## config.mk

```make
export PLATFORM = sky130hd
export DESIGN_NAME = sprite_drawer_flat
export DESIGN_NICKNAME = d
export VERILOG_FILES = /design/src/rtl/sprite_drawer_if.sv /design/src/rtl/sprite_drawer.sv /design/src/flat_wrapper.sv
export SDC_FILE = /design/constraint.sdc
export NUM_CORES = 1
export LEC_CHECK = 0
export BUFFER_PORTS_ARGS = -buffer_cell sky130_fd_sc_hd__buf_2
export CORE_UTILIZATION = 57
export CTS_CLUSTER_SIZE = 24
export DETAILED_ROUTE_END_ITERATION = 8
export PLACE_DENSITY = 0.86
export SETUP_SLACK_MARGIN = 0.2
export SYNTH_ARGS = -nofsm -noshare
export SYNTH_HDL_FRONTEND = slang
export SYNTH_SLANG_ARGS = --single-unit
```

## constraint.sdc

```tcl
create_clock -name clk -period 6 [get_ports clk]
set_input_delay 0.3 -clock clk [delete_from_list [all_inputs] [get_ports clk]]
set_output_delay 0.3 -clock clk [all_outputs]
set_load 0.01 [all_outputs]
```

## src/rtl/sprite_drawer_if.sv

```systemverilog
// ---------------------------------------------------------------------------
// sprite_drawer_if
// Bundles the sprite draw command handshake, pattern ROM port and line-buffer
// write port of the sprite drawer.
//   master : scanner/ROM/line-buffer side (drives commands and rom_data)
//   slave  : sprite_drawer side (drives draw_done, rom_addr, lb_*)
// Signals:
//   start_row  new-scanline pulse, aborts any draw in progress
//   draw_req   single-cycle command strobe
//   col_base   screen column of sprite pixel 0
//   flip       horizontal mirror
//   frame_id   pattern frame
//   row_off    row within the sprite
//   draw_done  1 = idle, 0 = busy
//   rom_addr   pattern ROM address {frame_id, row_off, word}
//   rom_data   pattern ROM word (4 pixels), valid one cycle after rom_addr
//   lb_we      line-buffer write enable
//   lb_addr    line-buffer column
//   lb_data    colour index to write
// ---------------------------------------------------------------------------
`timescale 1ns/1ps

interface sprite_drawer_if;
  logic        start_row;
  logic        draw_req;
  logic [9:0]  col_base;
  logic        flip;
  logic [7:0]  frame_id;
  logic [3:0]  row_off;
  logic        draw_done;
  logic [13:0] rom_addr;
  logic [31:0] rom_data;
  logic        lb_we;
  logic [9:0]  lb_addr;
  logic [7:0]  lb_data;

  modport master (
    output start_row, draw_req, col_base, flip, frame_id, row_off, rom_data,
    input  draw_done, rom_addr, lb_we, lb_addr, lb_data
  );

  modport slave (
    input  start_row, draw_req, col_base, flip, frame_id, row_off, rom_data,
    output draw_done, rom_addr, lb_we, lb_addr, lb_data
  );
endinterface

```

## src/rtl/sprite_drawer.sv

```systemverilog
// ---------------------------------------------------------------------------
// sprite_drawer
// Responder end of the sprite draw handshake. Accepts one sprite-row draw
// command, fetches the 16-pixel row from the pattern ROM as four 32-bit words
// (4 pixels each, pixel 0 in the low byte) and writes the non-transparent
// pixels (colour index != 0) into the scanline line buffer, optionally
// mirrored.
//
// Ports:
//   clk    system clock
//   reset  asynchronous, active-low reset
//   bus    sprite_drawer_if.slave (command handshake, ROM port, line buffer)
//
// Per word: FETCH (address out) -> WAIT (ROM word captured) -> WRITE x4.
// A command therefore occupies 24 busy cycles after the request cycle.
//
// Build option:
//   SPRITE_CLIP_EN  defined: writes to columns >= LINE_W are suppressed.
//                   undefined: no clipping, lb_addr wraps modulo 1024.
// ---------------------------------------------------------------------------
`timescale 1ns/1ps

module sprite_drawer #(
  parameter int SPRITE_W  = 16,
  parameter int NUM_FRAME = 256,
  parameter int LINE_W    = 640,
  parameter int ROM_AW    = 14
) (
  input logic            clk,
  input logic            reset,
  sprite_drawer_if.slave bus
);

  localparam int FRAME_W = $clog2(NUM_FRAME);

`ifdef SPRITE_CLIP_EN
  localparam bit CLIP_EN = 1'b1;
`else
  localparam bit CLIP_EN = 1'b0;
`endif

  typedef enum logic [1:0] {
    IDLE  = 2'd0,
    FETCH = 2'd1,
    WAIT  = 2'd2,
    WRITE = 2'd3
  } state_t;

  state_t              state_q, state_d;
  logic [1:0]          w_q, w_d;
  logic [1:0]          k_q, k_d;

  logic [9:0]          col_q;
  logic                flip_q;
  logic [FRAME_W-1:0]  frame_q;
  logic [3:0]          row_q;

  logic [31:0]         word_p1;
  logic [9:0]          lb_addr_q;
  logic [7:0]          lb_data_q;

  logic                accept;
  logic [3:0]          pix_idx;
  logic [7:0]          pix_data;
  logic [10:0]         dest;
  logic                wr_ok;
  logic [ROM_AW-1:0]   rom_addr_w;

  // Destination column of pixel p, kept 11 bits wide so columns past 1023
  // are still visible to the clip comparison.
  function automatic logic [10:0] dest_col(input logic [9:0] base,
                                           input logic       mirror,
                                           input logic [3:0] p);
    logic [3:0] ofs;
    ofs = mirror ? (4'(SPRITE_W - 1) - p) : p;
    return {1'b0, base} + {7'd0, ofs};
  endfunction

  // Colour index 0 is transparent; with clipping, columns off the right
  // edge of the visible line are dropped too.
  function automatic logic pix_visible(input logic [7:0]  data,
                                       input logic [10:0] d);
    return (data != 8'd0) && (!CLIP_EN || (d < 11'(LINE_W)));
  endfunction

  // A request is taken only from IDLE, and a same-cycle start_row wins.
  assign accept = (state_q == IDLE) && bus.draw_req && !bus.start_row;

  // Combinational so draw_done drops in the very cycle the request is seen.
  assign bus.draw_done = (state_q == IDLE) && !(bus.draw_req && !bus.start_row);

  // ---- stage 0: ROM address from latched command and word counter ----
  assign rom_addr_w   = {frame_q, row_q, w_q};
  assign bus.rom_addr = rom_addr_w;

  // ---- stage 2: pixel select, destination, write decision ----
  assign pix_idx  = {w_q, k_q};
  assign pix_data = word_p1[8*k_q +: 8];
  assign dest     = dest_col(col_q, flip_q, pix_idx);
  assign wr_ok    = pix_visible(pix_data, dest);

  assign bus.lb_we   = (state_q == WRITE) && !bus.start_row && wr_ok;
  assign bus.lb_addr = (state_q == WRITE) ? dest[9:0] : lb_addr_q;
  assign bus.lb_data = (state_q == WRITE) ? pix_data  : lb_data_q;

  always_comb begin
    state_d = state_q;
    w_d     = w_q;
    k_d     = k_q;
    if (bus.start_row) begin
      state_d = IDLE;
      w_d     = 2'd0;
      k_d     = 2'd0;
    end else begin
      case (state_q)
        IDLE: begin
          if (bus.draw_req) begin
            state_d = FETCH;
            w_d     = 2'd0;
          end
        end
        FETCH: state_d = WAIT;
        WAIT: begin
          state_d = WRITE;
          k_d     = 2'd0;
        end
        WRITE: begin
          k_d = k_q + 2'd1;
          if (k_q == 2'd3) begin
            if (w_q == 2'd3) begin
              state_d = IDLE;
              w_d     = 2'd0;
            end else begin
              state_d = FETCH;
              w_d     = w_q + 2'd1;
            end
          end
        end
        default: state_d = IDLE;
      endcase
    end
  end

  always_ff @(posedge clk or negedge reset) begin
    if (!reset) begin
      state_q <= IDLE;
      w_q     <= 2'd0;
      k_q     <= 2'd0;
    end else begin
      state_q <= state_d;
      w_q     <= w_d;
      k_q     <= k_d;
    end
  end

  // Latched command; start_row discards it.
  always_ff @(posedge clk or negedge reset) begin
    if (!reset) begin
      col_q   <= '0;
      flip_q  <= 1'b0;
      frame_q <= '0;
      row_q   <= '0;
    end else if (bus.start_row) begin
      col_q   <= '0;
      flip_q  <= 1'b0;
      frame_q <= '0;
      row_q   <= '0;
    end else if (accept) begin
      col_q   <= bus.col_base;
      flip_q  <= bus.flip;
      frame_q <= bus.frame_id;
      row_q   <= bus.row_off;
    end
  end

  // ---- stage 1: ROM word captured at the end of WAIT ----
  always_ff @(posedge clk) begin
    if (state_q == WAIT) word_p1 <= bus.rom_data;
  end

  // Line-buffer address/data hold their last WRITE value between writes.
  always_ff @(posedge clk or negedge reset) begin
    if (!reset) begin
      lb_addr_q <= '0;
      lb_data_q <= '0;
    end else if (state_q == WRITE && !bus.start_row) begin
      lb_addr_q <= dest[9:0];
      lb_data_q <= pix_data;
    end
  end

endmodule

```

## src/flat_wrapper.sv

```systemverilog
// flat-port wrapper written by rule: the top's interface ports become plain ports
module sprite_drawer_flat 
#(
  parameter int SPRITE_W  = 16,
  parameter int NUM_FRAME = 256,
  parameter int LINE_W    = 640,
  parameter int ROM_AW    = 14
)
  (clk, reset, bus_start_row, bus_draw_req, bus_col_base, bus_flip, bus_frame_id, bus_row_off, bus_rom_data, bus_draw_done, bus_rom_addr, bus_lb_we, bus_lb_addr, bus_lb_data);
  sprite_drawer_if bus_i ();
  input logic clk;
  input logic reset;
  input wire logic [$bits(bus_i.start_row)-1:0] bus_start_row;
  input wire logic [$bits(bus_i.draw_req)-1:0] bus_draw_req;
  input wire logic [$bits(bus_i.col_base)-1:0] bus_col_base;
  input wire logic [$bits(bus_i.flip)-1:0] bus_flip;
  input wire logic [$bits(bus_i.frame_id)-1:0] bus_frame_id;
  input wire logic [$bits(bus_i.row_off)-1:0] bus_row_off;
  input wire logic [$bits(bus_i.rom_data)-1:0] bus_rom_data;
  output wire logic [$bits(bus_i.draw_done)-1:0] bus_draw_done;
  output wire logic [$bits(bus_i.rom_addr)-1:0] bus_rom_addr;
  output wire logic [$bits(bus_i.lb_we)-1:0] bus_lb_we;
  output wire logic [$bits(bus_i.lb_addr)-1:0] bus_lb_addr;
  output wire logic [$bits(bus_i.lb_data)-1:0] bus_lb_data;
  assign bus_i.start_row = bus_start_row;
  assign bus_i.draw_req = bus_draw_req;
  assign bus_i.col_base = bus_col_base;
  assign bus_i.flip = bus_flip;
  assign bus_i.frame_id = bus_frame_id;
  assign bus_i.row_off = bus_row_off;
  assign bus_i.rom_data = bus_rom_data;
  assign bus_draw_done = bus_i.draw_done;
  assign bus_rom_addr = bus_i.rom_addr;
  assign bus_lb_we = bus_i.lb_we;
  assign bus_lb_addr = bus_i.lb_addr;
  assign bus_lb_data = bus_i.lb_data;
  sprite_drawer #(.SPRITE_W(SPRITE_W), .NUM_FRAME(NUM_FRAME), .LINE_W(LINE_W), .ROM_AW(ROM_AW)) u_core (.clk(clk), .reset(reset), .bus(bus_i));
endmodule
```

==> metrics.cfg, run 1 <==
[timing]
clock.fmax_mhz = 313.9
finalSetupTns_ns = 0
setup_ws_ns = 2.814
slew_headroom = 0.3114
grt_setup_unrepaired = false
period_share = 0.5309
setup_viol = 0
skew_ns = 0.007165
period_minus_slack_ns = 3.186
report.final.slew_viol_count = 0
worst_pin_slew_ns = 1.033
hold_viol = 0

[global_routing]
antenna_found_initial = 0
grt_util_all_layers = 0.2397
grt_pass1_vias = 2740
grt-ovfl-total = 0
grt_pass1_wl_um = 11850
grt_max_degree = 48

[worst_setup_path]
worstPathArrival_ns = 2.89
crit_type = reg -> out
cp_num_buf_inv = 2
startpoint_type = flip-flop
crit_fanout = 11
end_kind = primary output
path_cells = xor2_1, ha_1, inv_1, fa_1, nor2b_1, o21a_1, o211a_1, o221ai_1, buf_2
required_ns = 5.70
critPathMaxStageDelay_ns = 0.75
critical-path-top-delay-family = flip-flops
slowest_stage = dfrtp_1

[yosys]
synth_top_area_cell = dfrtp_1
syn-num-nets = 402
synth.distinct_cells = 39
synthCells = 332
ys_ff_latch = 79
async_flop_share = 0.5949
yosys-top-cells-area = dfrtp_1 (32%), edfxtp_1 (26%), nand2_1 (9.1%)
synth_flop_cell = dfrtp_1
yosysSeqAreaShare = 0.5808
synth_common_cells = nand2_1 (89), dfrtp_1 (47), edfxtp_1 (32)
yosysTopAreaCellShare = 0.3196
synth_edf_count = 32
yosysMostFrequentCell = nand2_1
syn_area_um2 = 3680
syn_avg_cell_area_um2 = 11.08
ys_warn_count = 0

[cells_and_area]
antennaDiodeCount = 0
final_area_um2 = 4365
syn_to_final_growth_pct = 18.63
multi_input_area_um2 = 1405
layout.area.seq_um2 = 2137
utilization = 0.7203
fillers = 412
fin_nets = 488
drive_gt1_frac = 0.3097

[routing]
initialDrtViolationCount = 137
viasPerCell = 5.566
postRouteAntennaNets = 0
wl_um = 7561
dr.pass1.iters = 4
via_count = 2772
wl_per_cell_um = 15.18
drc = 0

[cts]
insertion_delay_ns = 0.35
h-tree-depth = 3
ctsLongestPathBuffers = 2
clkTransAtPathRegs_ns = 0.09
hold_buffers = 0
ctsResizeCount = 0
cts_buffers = 9
clock-root-buffer = clkbuf_8
postCtsSetupRepairBufs = 0
cts.sinks = 79
cts_tree = yes

[pwr]
power_mw = 1.788
ir_worst_vdd_v = 0.0002797
powerDensity_nw_per_um2 = 409.6
leakage_nw = 2.012

[run]
maxCapViolCount = 0

[status]
run_status = finished clean

[place]
place_congestion = 0.7900
pre_cts_slack_ns = 3.158
io_buffers = 92
placed_area_um2 = 4168
dp_hpwl_um = 5326

[die]
die_w_um = 82.35
die_y_um = 82.35
initial_utilization = 0.6071
die_area_um2 = 6781
fp.coreArea_um2 = 6061
ios = 93
num_rows = 28

[min_path]
hold_path_class = in -> reg

==> power breakdown <==
part	leakage [nW]	switching [mW]	internal, mW	total, mW
combinational	1.00	0.344	0.244	0.588
sequential	0.918	0.0799	0.722	0.802
clock	0.0891	0.204	0.194	0.398
==> cells in the final DEF (no fill, tap or decap), types with 8 or more instances in the layout <==
cell / netlist / layout
a21oi_1: 30 / 30
buf_2: 5 / 92
clkbuf_8: 0 / 9
ha_1: 10 / 10
nor2_1: 14 / 14
edfxtp_1: 32 / 32
mux2_2: 12 / 12
mux4_2: 8 / 8
nand2_1: 89 / 89
inv_1: 13 / 13
dfrtp_1: 47 / 47
==> state kept, by name (all words and copies together) (netlist names) <==
signal,flops
u_core.lb_data_q,8
u_core.row_q,4
u_core.state_q,2
u_core.col_q,10
u_core.flip_q,1
u_core.frame_q,8
u_core.word_p1,32
u_core.w_q,2
u_core.lb_addr_q,10
u_core.k_q,2
==> metrics by stage <==
stage	std cells	hold slack [ns]
finish	498	0.1141
global route	498	0.09002
CTS	498	0.1060
detailed placement	482	0.4681
global placement	482	0.4540
floorplan	332	0.004409
==> final timing paths <==
path	cells past startpoint	startpoint	slack (ns)	endpoint
max in group asynchronous	1	reset	5.24	u_core.state_q[0]$_DFFE_PN0P_
hold reg to reg	2	u_core.lb_addr_q[1]$_DFFE_PN0P_	0.49	u_core.lb_addr_q[1]$_DFFE_PN0P_
hold / removal	1	bus_rom_data[31]	0.11	u_core.word_p1[31]$_DFFE_PP_
setup reg to reg	8	u_core.k_q[0]$_DFFE_PN0P_	3.53	u_core.lb_addr_q[4]$_DFFE_PN0P_
min in group asynchronous	1	reset	0.12	u_core.lb_addr_q[4]$_DFFE_PN0P_
setup / recovery	9	u_core.k_q[0]$_DFFE_PN0P_	2.81	bus_lb_addr[6]
==> area by class of cell <==
class	count	share of cell area
Tap cell	75	0.02150
Timing Repair Buffer	95	0.1106
Multi-Input combinational cell	220	0.3219
Inverter	13	0.01118
Sequential cell	79	0.4895
Clock inverter	6	0.01605
Clock buffer	10	0.02923
==> routing by layer <==
layer	track usage	part of all wire	vias to the layer above
li1	-	-	1338
met1	0.2667	0.40	1345
met2	0.4298	0.54	78
met3	0.06703	0.051	11
met4	0.09825	0.013	0
met5	0	0	-
==> cell families after synthesis <==
| family | count (synthesis) | synth area share |
|---|---|---|
| DFF | 79 | 0.5808 |
| adders and majority gates | 11 | 0.03944 |
| buffers and inverters | 33 | 0.03740 |
| muxes | 22 | 0.09113 |
| and+or+nand+nor | 117 | 0.1309 |
| xor gates and xnor gates | 5 | 0.01190 |
| AOI/OAI and AO/OA | 65 | 0.1085 |
(Power assumes the default switching activity.)
==> inputs of run 2 (changes only) <==
--- a/config.mk
+++ b/config.mk
@@ -6,10 +6,10 @@
 export NUM_CORES = 1
 export LEC_CHECK = 0
 export BUFFER_PORTS_ARGS = -buffer_cell sky130_fd_sc_hd__buf_2
-export CORE_UTILIZATION = 57
+export CORE_UTILIZATION = 53
 export CTS_CLUSTER_SIZE = 24
 export DETAILED_ROUTE_END_ITERATION = 8
-export PLACE_DENSITY = 0.86
+export PLACE_DENSITY = 0.81
 export SETUP_SLACK_MARGIN = 0.2
 export SYNTH_ARGS = -nofsm -noshare
 export SYNTH_HDL_FRONTEND = slang
==> constraint.sdc (replaced) <==
create_clock -name clk -period 3.2 [get_ports clk]
set_input_delay 0.16 -clock clk [delete_from_list [all_inputs] [get_ports clk]]
set_output_delay 0.16 -clock clk [all_outputs]
set_load 0.01 [all_outputs]
==> run 2 against run 1 <==
The run now ends with hold timing left. Via count rose by 4.0%. Flip-flop and latch count did not move. Sequential share of layout area fell by 3.6 points. Die area rose by 7.4%. Largest cell class unchanged. Largest power group unchanged.
==> metrics.cfg, run 2 (synthesis results as in run 1) <==
[min_path]
hold_path_class = in -> async  ; was in -> reg

[pwr]
power_mw = 3.411  ; was 1.788 mW
combPwrFrac = 0.339  ; was 0.329
swShare = 0.3509  ; was 0.3514
power_frac_seq = 0.438  ; was 0.448
powerDensity_nw_per_um2 = 723.6  ; was 409.6 nW/um^2
power_frac_clock = 0.224  ; was 0.223
ir_worst_vdd_v = 0.0004381  ; was 0.0002797 V
p_int_mw = 2.214  ; was 1.160 mW
p_sw_mw = 1.197  ; was 0.6282 mW
leakage_nw = 2.158  ; was 2.012 nW

[cells_and_area]
drive_gt1_frac = 0.2954  ; was 0.3097
final_area_um2 = 4713  ; was 4365 um^2
utilization = 0.6976  ; was 0.7203
fillers = 470  ; was 412
final_cells = 537  ; was 498
most-common-layout-cells = buf_2 (92), nand2_1 (89), dfrtp_1 (46)  ; was buf_2 (92), nand2_1 (89), dfrtp_1 (47)
layout_commonest_cell = buf_2  ; unchanged
reg.largest.list = u_core.word_p1: 32 flops, u_core.col_q: 10 flops, u_core.lb_addr_q: 10 flops  ; unchanged
fin_nets = 522  ; was 488
largest_reg_flops = 32  ; unchanged
antennaDiodeCount = 0  ; unchanged
syn_to_final_growth_pct = 28.09  ; was 18.63%
top_register = u_core.word_p1  ; unchanged

[cts]
cts_buffers = 9  ; unchanged
ctsLongestPathBuffers = 2  ; unchanged
clock-root-buffer = clkbuf_8  ; unchanged
clkTransAtPathRegs_ns = 0.08  ; was 0.09 ns
cts.sinks = 79  ; unchanged
h-tree-depth = 3  ; unchanged
insertion_delay_ns = 0.36  ; was 0.35 ns
postCtsSetupRepairBufs = 0  ; unchanged
cts_tree = yes  ; unchanged

[routing]
wl_per_cell_um = 15.02  ; was 15.18 um
dr.pass1.iters = 5  ; was 4
viasPerCell = 5.369  ; was 5.566
wl_um = 8065  ; was 7561 um
initialDrtViolationCount = 203  ; was 137
drc = 0  ; unchanged
via_count = 2883  ; was 2,772
postRouteAntennaNets = 0  ; unchanged

[worst_setup_path]
startpoint_type = flip-flop  ; unchanged
path_cells = xor2_1, ha_1, a211o_1, a21oi_1, o21ai_0, a31oi_1, buf_2  ; was xor2_1, ha_1, inv_1, fa_1, nor2b_1, o21a_1, o211a_1, o221ai_1, buf_2
endpoint = bus_lb_addr[7]  ; was bus_lb_addr[6]
slowest_stage = dfrtp_2  ; was dfrtp_1
critPathMaxStageDelay_ns = 0.55  ; was 0.75 ns
required_ns = 3.04  ; was 5.70 ns
r2r_slack_ns = 1.06  ; was 3.53 ns
crit_cells = 7  ; was 9
startpoint = u_core.k_q[1]$_DFFE_PN0P_  ; was u_core.k_q[0]$_DFFE_PN0P_
r2r_start = u_core.k_q[1]$_DFFE_PN0P_  ; was u_core.k_q[0]$_DFFE_PN0P_
reg2regPathDepth = 7  ; was 8
cp_num_buf_inv = 1  ; was 2
critical-path-top-delay-family = compound AO/OA/AOI/OAI gates  ; was flip-flops
crit_fanout = 11  ; unchanged
crit_type = reg -> out  ; unchanged
end_kind = primary output  ; unchanged
worstPathArrival_ns = 2.58  ; was 2.89 ns
r2r_end = u_core.lb_addr_q[4]$_DFFE_PN0P_  ; unchanged

[timing]
hold_viol = 6  ; was 0
clock.fmax_mhz = 365.2
setup_ws_ns = 0.4618  ; was 2.814 ns
holdWs_ns = -0.007623  ; was 0.1141 ns
grt_setup_unrepaired = false  ; unchanged
skew_ns = 0.01311  ; was 0.007165 ns
setup_viol = 0  ; unchanged
worst_pin_slew_ns = 1.067  ; was 1.033 ns
report.final.slew_viol_count = 0  ; unchanged
finalSetupTns_ns = 0  ; unchanged
period_share = 0.8557
slew_headroom = 0.2889  ; was 0.3114
period_minus_slack_ns = 2.738

[die]
fp.coreArea_um2 = 6756  ; was 6061 um^2
die_y_um = 85.33  ; was 82.35 um
die_area_um2 = 7280  ; was 6781 um^2
die_w_um = 85.33  ; was 82.35 um
ios = 93  ; unchanged
initial_utilization = 0.5446  ; was 0.6071
num_rows = 30  ; was 28

[global_routing]
grt_pass1_wl_um = 13010  ; was 11,850 um
grt_pass1_vias = 2793  ; was 2,740
grt_max_degree = 48  ; unchanged
grt_util_all_layers = 0.2341  ; was 0.2397
grt-ovfl-total = 0  ; unchanged
antenna_found_initial = 0  ; unchanged

[place]
place_congestion = 0.8136  ; was 0.7900
placed_area_um2 = 4189  ; was 4168 um^2
dp_hpwl_um = 5242  ; was 5326 um
dp_cells = 489  ; was 482
io_buffers = 92  ; unchanged
pre_cts_slack_ns = 0.7188  ; was 3.158 ns

[status]
run_status = finished, violations left  ; was finished clean
violations = hold timing

[run]
maxCapViolCount = 0  ; unchanged

## run 2: cell types whose count changed in the layout (fill, tap and decap cells not counted), sizes merged
| cell | change |
|---|---|
| dlygate4sd3 | +32 |
| buf | +2 |
| inv | +2 |
| clkbuf | -1 |
| clkinv | -1 |
## run 2: timing repair
action                                  CTS  global route
resized for setup                         0             1
endpoints found under the hold margin    32             0
hold buffers                             32             0
endpoints found under the setup margin    0             3
## run 2: worst min-delay path by stage
| stage | from | end | slack (ns) | cells after the start |
|---|---|---|---|---|
| after floorplan | reset | u_core.col_q[0]$_DFFE_PN0P_ | -0.14 | 0 |
| after global placement | bus_rom_data[29] | u_core.word_p1[29]$_DFFE_PP_ | 0.34 | 1 |
| final | reset | u_core.frame_q[2]$_DFFE_PN0P_ | -0.008 | 1 |
| after global routing | bus_frame_id[3] | u_core.frame_q[3]$_DFFE_PN0P_ | 0.02 | 3 |
| after detailed placement | bus_rom_data[13] | u_core.word_p1[13]$_DFFE_PP_ | 0.34 | 1 |
| after CTS | bus_frame_id[5] | u_core.frame_q[5]$_DFFE_PN0P_ | 0.02 | 3 |
## run 2: layout make-up
| class | count | area, um^2 | area share |
|---|---|---|---|
| timing repair buffer | 129 | 818.3 | 0.1736 |
| multi-input combinational | 220 | 1405 | 0.2981 |
| clock buffer | 9 | 123.9 | 0.02628 |
| clock inverter | 7 | 78.83 | 0.01672 |
| inverter | 13 | 48.80 | 0.01035 |
| sequential | 79 | 2138 | 0.4537 |
| tap | 80 | 100.1 | 0.02124 |
## run 2: power groups by stage
stage / logic [mW] / registers [mW] / clock network, mW
floorplan: 0.782 / 1.48 / 0
global placement: 1.09 / 1.49 / 0
detailed placement: 1.13 / 1.51 / 0
CTS: 1.16 / 1.49 / 0.773
global route: 1.30 / 1.52 / 0.807
finish: 1.16 / 1.49 / 0.762
## run 2: metal layers
layer,routed length [um],vias to the layer above,global-route usage
met5,0,-,0
met4,210,0,0.1152
met3,339,19,0.04669
met2,4260,75,0.3944
met1,3254,1388,0.2902
li1,-,1401,-
==> inputs of run 3 (changes only) <==
--- a/config.mk
+++ b/config.mk
@@ -9,6 +9,7 @@
 export CORE_UTILIZATION = 53
 export CTS_CLUSTER_SIZE = 24
 export DETAILED_ROUTE_END_ITERATION = 8
+export GPL_TIMING_DRIVEN = 0
 export PLACE_DENSITY = 0.81
 export SETUP_SLACK_MARGIN = 0.2
 export SYNTH_ARGS = -nofsm -noshare
==> run 3 against run 2 <==
The flow still finishes with violations (hold timing). Register-to-register slack got worse by 0.02 ns. Combinational power increased by 3%. Maximum frequency down 0.81%. Clock power up 0.5%. Critical path type unchanged. Critical endpoint is now bus_lb_addr[4]. Sequential power hardly changed. First-iteration DRC count rose by 17%. Utilization grew 0.93 points.
==> metrics.cfg, run 3 (synthesis results as in run 1) <==
[cells_and_area]
drive_gt1_frac = 0.2945  ; was 0.2954
top_register = u_core.word_p1  ; unchanged
final_area_um2 = 4776  ; was 4713 um^2
reg.largest.list = u_core.word_p1: 32 flops, u_core.col_q: 10 flops, u_core.lb_addr_q: 10 flops  ; unchanged
layout_commonest_cell = buf_2  ; unchanged
fin_nets = 537  ; was 522
largest_reg_flops = 32  ; unchanged
antennaDiodeCount = 0  ; unchanged
fillers = 478  ; was 470
syn_to_final_growth_pct = 29.79  ; was 28.09%
most-common-layout-cells = buf_2 (97), nand2_1 (89), dfrtp_1 (47)  ; was buf_2 (92), nand2_1 (89), dfrtp_1 (46)

[routing]
via_count = 2939  ; was 2,883
drc = 0  ; unchanged
viasPerCell = 5.324  ; was 5.369
postRouteAntennaNets = 0  ; unchanged
wl_um = 8745  ; was 8065 um
wl_met1_um = 3498  ; was 3254 um
wl_per_cell_um = 15.84  ; was 15.02 um
dr.pass1.iters = 5  ; unchanged
initialDrtViolationCount = 238  ; was 203
dr.max_layer_used = met4  ; unchanged
wl_met2_um = 4687  ; was 4260 um
route.met3.wl_um = 333  ; was 339 um

[place]
pre_cts_slack_ns = 0.3936  ; was 0.7188 ns
io_buffers = 92  ; unchanged
place_congestion = 0.7795  ; was 0.8136
dp_hpwl_um = 5496  ; was 5242 um
placed_area_um2 = 4240  ; was 4189 um^2

[cts]
cts_tree = yes  ; unchanged
insertion_delay_ns = 0.35  ; was 0.36 ns
ctsLongestPathBuffers = 2  ; unchanged
h-tree-depth = 3  ; unchanged
clkTransAtPathRegs_ns = 0.09  ; was 0.08 ns
clock-root-buffer = clkbuf_8  ; unchanged
cts.sinks = 79  ; unchanged
cts_buffers = 9  ; unchanged
postCtsSetupRepairBufs = 0  ; unchanged

[timing]
report.final.slew_viol_count = 0  ; unchanged
setup_ws_ns = 0.4393  ; was 0.4618 ns
period_minus_slack_ns = 2.761  ; was 2.738 ns
grt_setup_unrepaired = false  ; unchanged
skew_ns = 0.01063  ; was 0.01311 ns
hold_viol = 9  ; was 6
holdWs_ns = -0.008832  ; was -0.007623 ns
setup_viol = 0  ; unchanged
finalSetupTns_ns = 0  ; unchanged
worst_pin_slew_ns = 1.060  ; was 1.067 ns
period_share = 0.8627  ; was 0.8557
clock.fmax_mhz = 362.2  ; was 365.2 MHz
slew_headroom = 0.2931  ; was 0.2889

[die]
die_w_um = 85.33  ; unchanged
fp.coreArea_um2 = 6756  ; unchanged
initial_utilization = 0.5446  ; unchanged
ios = 93  ; unchanged
die_area_um2 = 7280  ; unchanged
num_rows = 30  ; unchanged
die_y_um = 85.33  ; unchanged

[pwr]
power_mw = 3.457  ; was 3.411 mW
powerDensity_nw_per_um2 = 723.8  ; was 723.6 nW/um^2
leakage_nw = 2.197  ; was 2.158 nW
ir_worst_vdd_v = 0.0004571  ; was 0.0004381 V

[worst_setup_path]
required_ns = 3.04  ; about the same
reg2regPathDepth = 9  ; was 7
startpoint_type = flip-flop  ; unchanged
r2r_end = u_core.lb_addr_q[4]$_DFFE_PN0P_  ; unchanged
crit_type = reg -> out  ; unchanged
startpoint = u_core.k_q[0]$_DFFE_PN0P_  ; was u_core.k_q[1]$_DFFE_PN0P_
end_kind = primary output  ; unchanged
r2r_start = u_core.k_q[0]$_DFFE_PN0P_  ; was u_core.k_q[1]$_DFFE_PN0P_
r2r_slack_ns = 1.04  ; was 1.06 ns
crit_fanout = 10  ; was 11
endpoint = bus_lb_addr[4]  ; was bus_lb_addr[7]
worstPathArrival_ns = 2.60  ; was 2.58 ns

[global_routing]
grt_pass1_vias = 2940  ; was 2,793
grt_pass1_wl_um = 14160  ; was 13,010 um
grt_max_degree = 48  ; unchanged
antenna_found_initial = 0  ; unchanged
grt_util_all_layers = 0.2581  ; was 0.2341
grt-ovfl-total = 0  ; unchanged

[run]
maxCapViolCount = 0  ; unchanged

[status]
violations = hold timing  ; unchanged
run_status = finished, violations left  ; unchanged

[min_path]
hold_path_class = in -> async  ; unchanged

==> run 3: cell types whose count changed in the layout (fill, tap and decap cells not counted), sizes merged <==
| cell | before | now |
|---|---|---|
| buf | 97 | 98 |
| clkinvlp | 3 | 1 |
| clkinv | 0 | 2 |
| clkbuf | 9 | 23 |
==> run 3: worst min-delay path by stage <==
| stage | startpoint | end | slack (ns) | cells after the start |
|---|---|---|---|---|
| after global placement | bus_rom_data[29] | u_core.word_p1[29]$_DFFE_PP_ | 0.34 | 1 |
| after floorplan | reset | u_core.col_q[0]$_DFFE_PN0P_ | -0.14 | 0 |
| after detailed placement | bus_rom_data[27] | u_core.word_p1[27]$_DFFE_PP_ | 0.34 | 1 |
| final | reset | u_core.col_q[8]$_DFFE_PN0P_ | -0.009 | 1 |
| after CTS | reset | u_core.lb_addr_q[7]$_DFFE_PN0P_ | 0.02 | 1 |
| after global routing | bus_col_base[7] | u_core.col_q[7]$_DFFE_PN0P_ | 0.04 | 3 |
==> run 3: power by group <==
group | total, mW | internal [mW] | switching (mW) | leakage (nW)
clock | 0.766 | 0.370 | 0.396 | 0.0998
combinational | 1.20 | 0.504 | 0.695 | 1.18
sequential | 1.49 | 1.36 | 0.136 | 0.918
==> run 3: final cells by class <==
class	instances	area, um^2	share of cell area
clock buffers	9	123.9	0.02594
clock inverters	7	78.83	0.01651
multi-input cells	220	1413	0.2958
repair buffers	124	780.7	0.1635
plain buffers	20	93.84	0.01965
flip-flops and latches	79	2137	0.4475
well taps	80	100.1	0.02096
inverters	13	48.80	0.01022
==> run 3: routing by layer <==
| metal | up-vias | global-route usage |
|---|---|---|
| met5 | - | 0 |
| met4 | 0 | 0.1258 |
| met3 | 18 | 0.03891 |
| met2 | 78 | 0.4604 |
| met1 | 1414 | 0.3061 |
| li1 | 1429 | - |
==> run 3: stage by stage <==
stage / instances / utilization
6_report: 552 / 0.7069
5_1_grt: 552 / 0.7069
4_1_cts: 552 / 0.7052
3_5_place_dp: 504 / 0.6276
3_3_place_gp: 504 / 0.6276
2_1_floorplan: 332 / -
==> run 3: critical path, stage by stage (launching register included) <==
cell,delay [ns]
dfrtp_1,0.38
buf_6,0.20
xor2_1,0.16
ha_1,0.21
inv_1,0.06
fa_1,0.40
nor2b_1,0.12
o21a_2,0.21
nor3_1,0.08
o31ai_1,0.24
buf_2,0.18
==> run 3: what timing repair did <==
item | 4_1_cts | 5_1_grt
gates resized for setup | 1 | 6
hold buffers | 32 | 0
endpoints found under the setup margin | 6 | 5
endpoints found under the hold margin | 32 | 0
gates cloned | 0 | 0
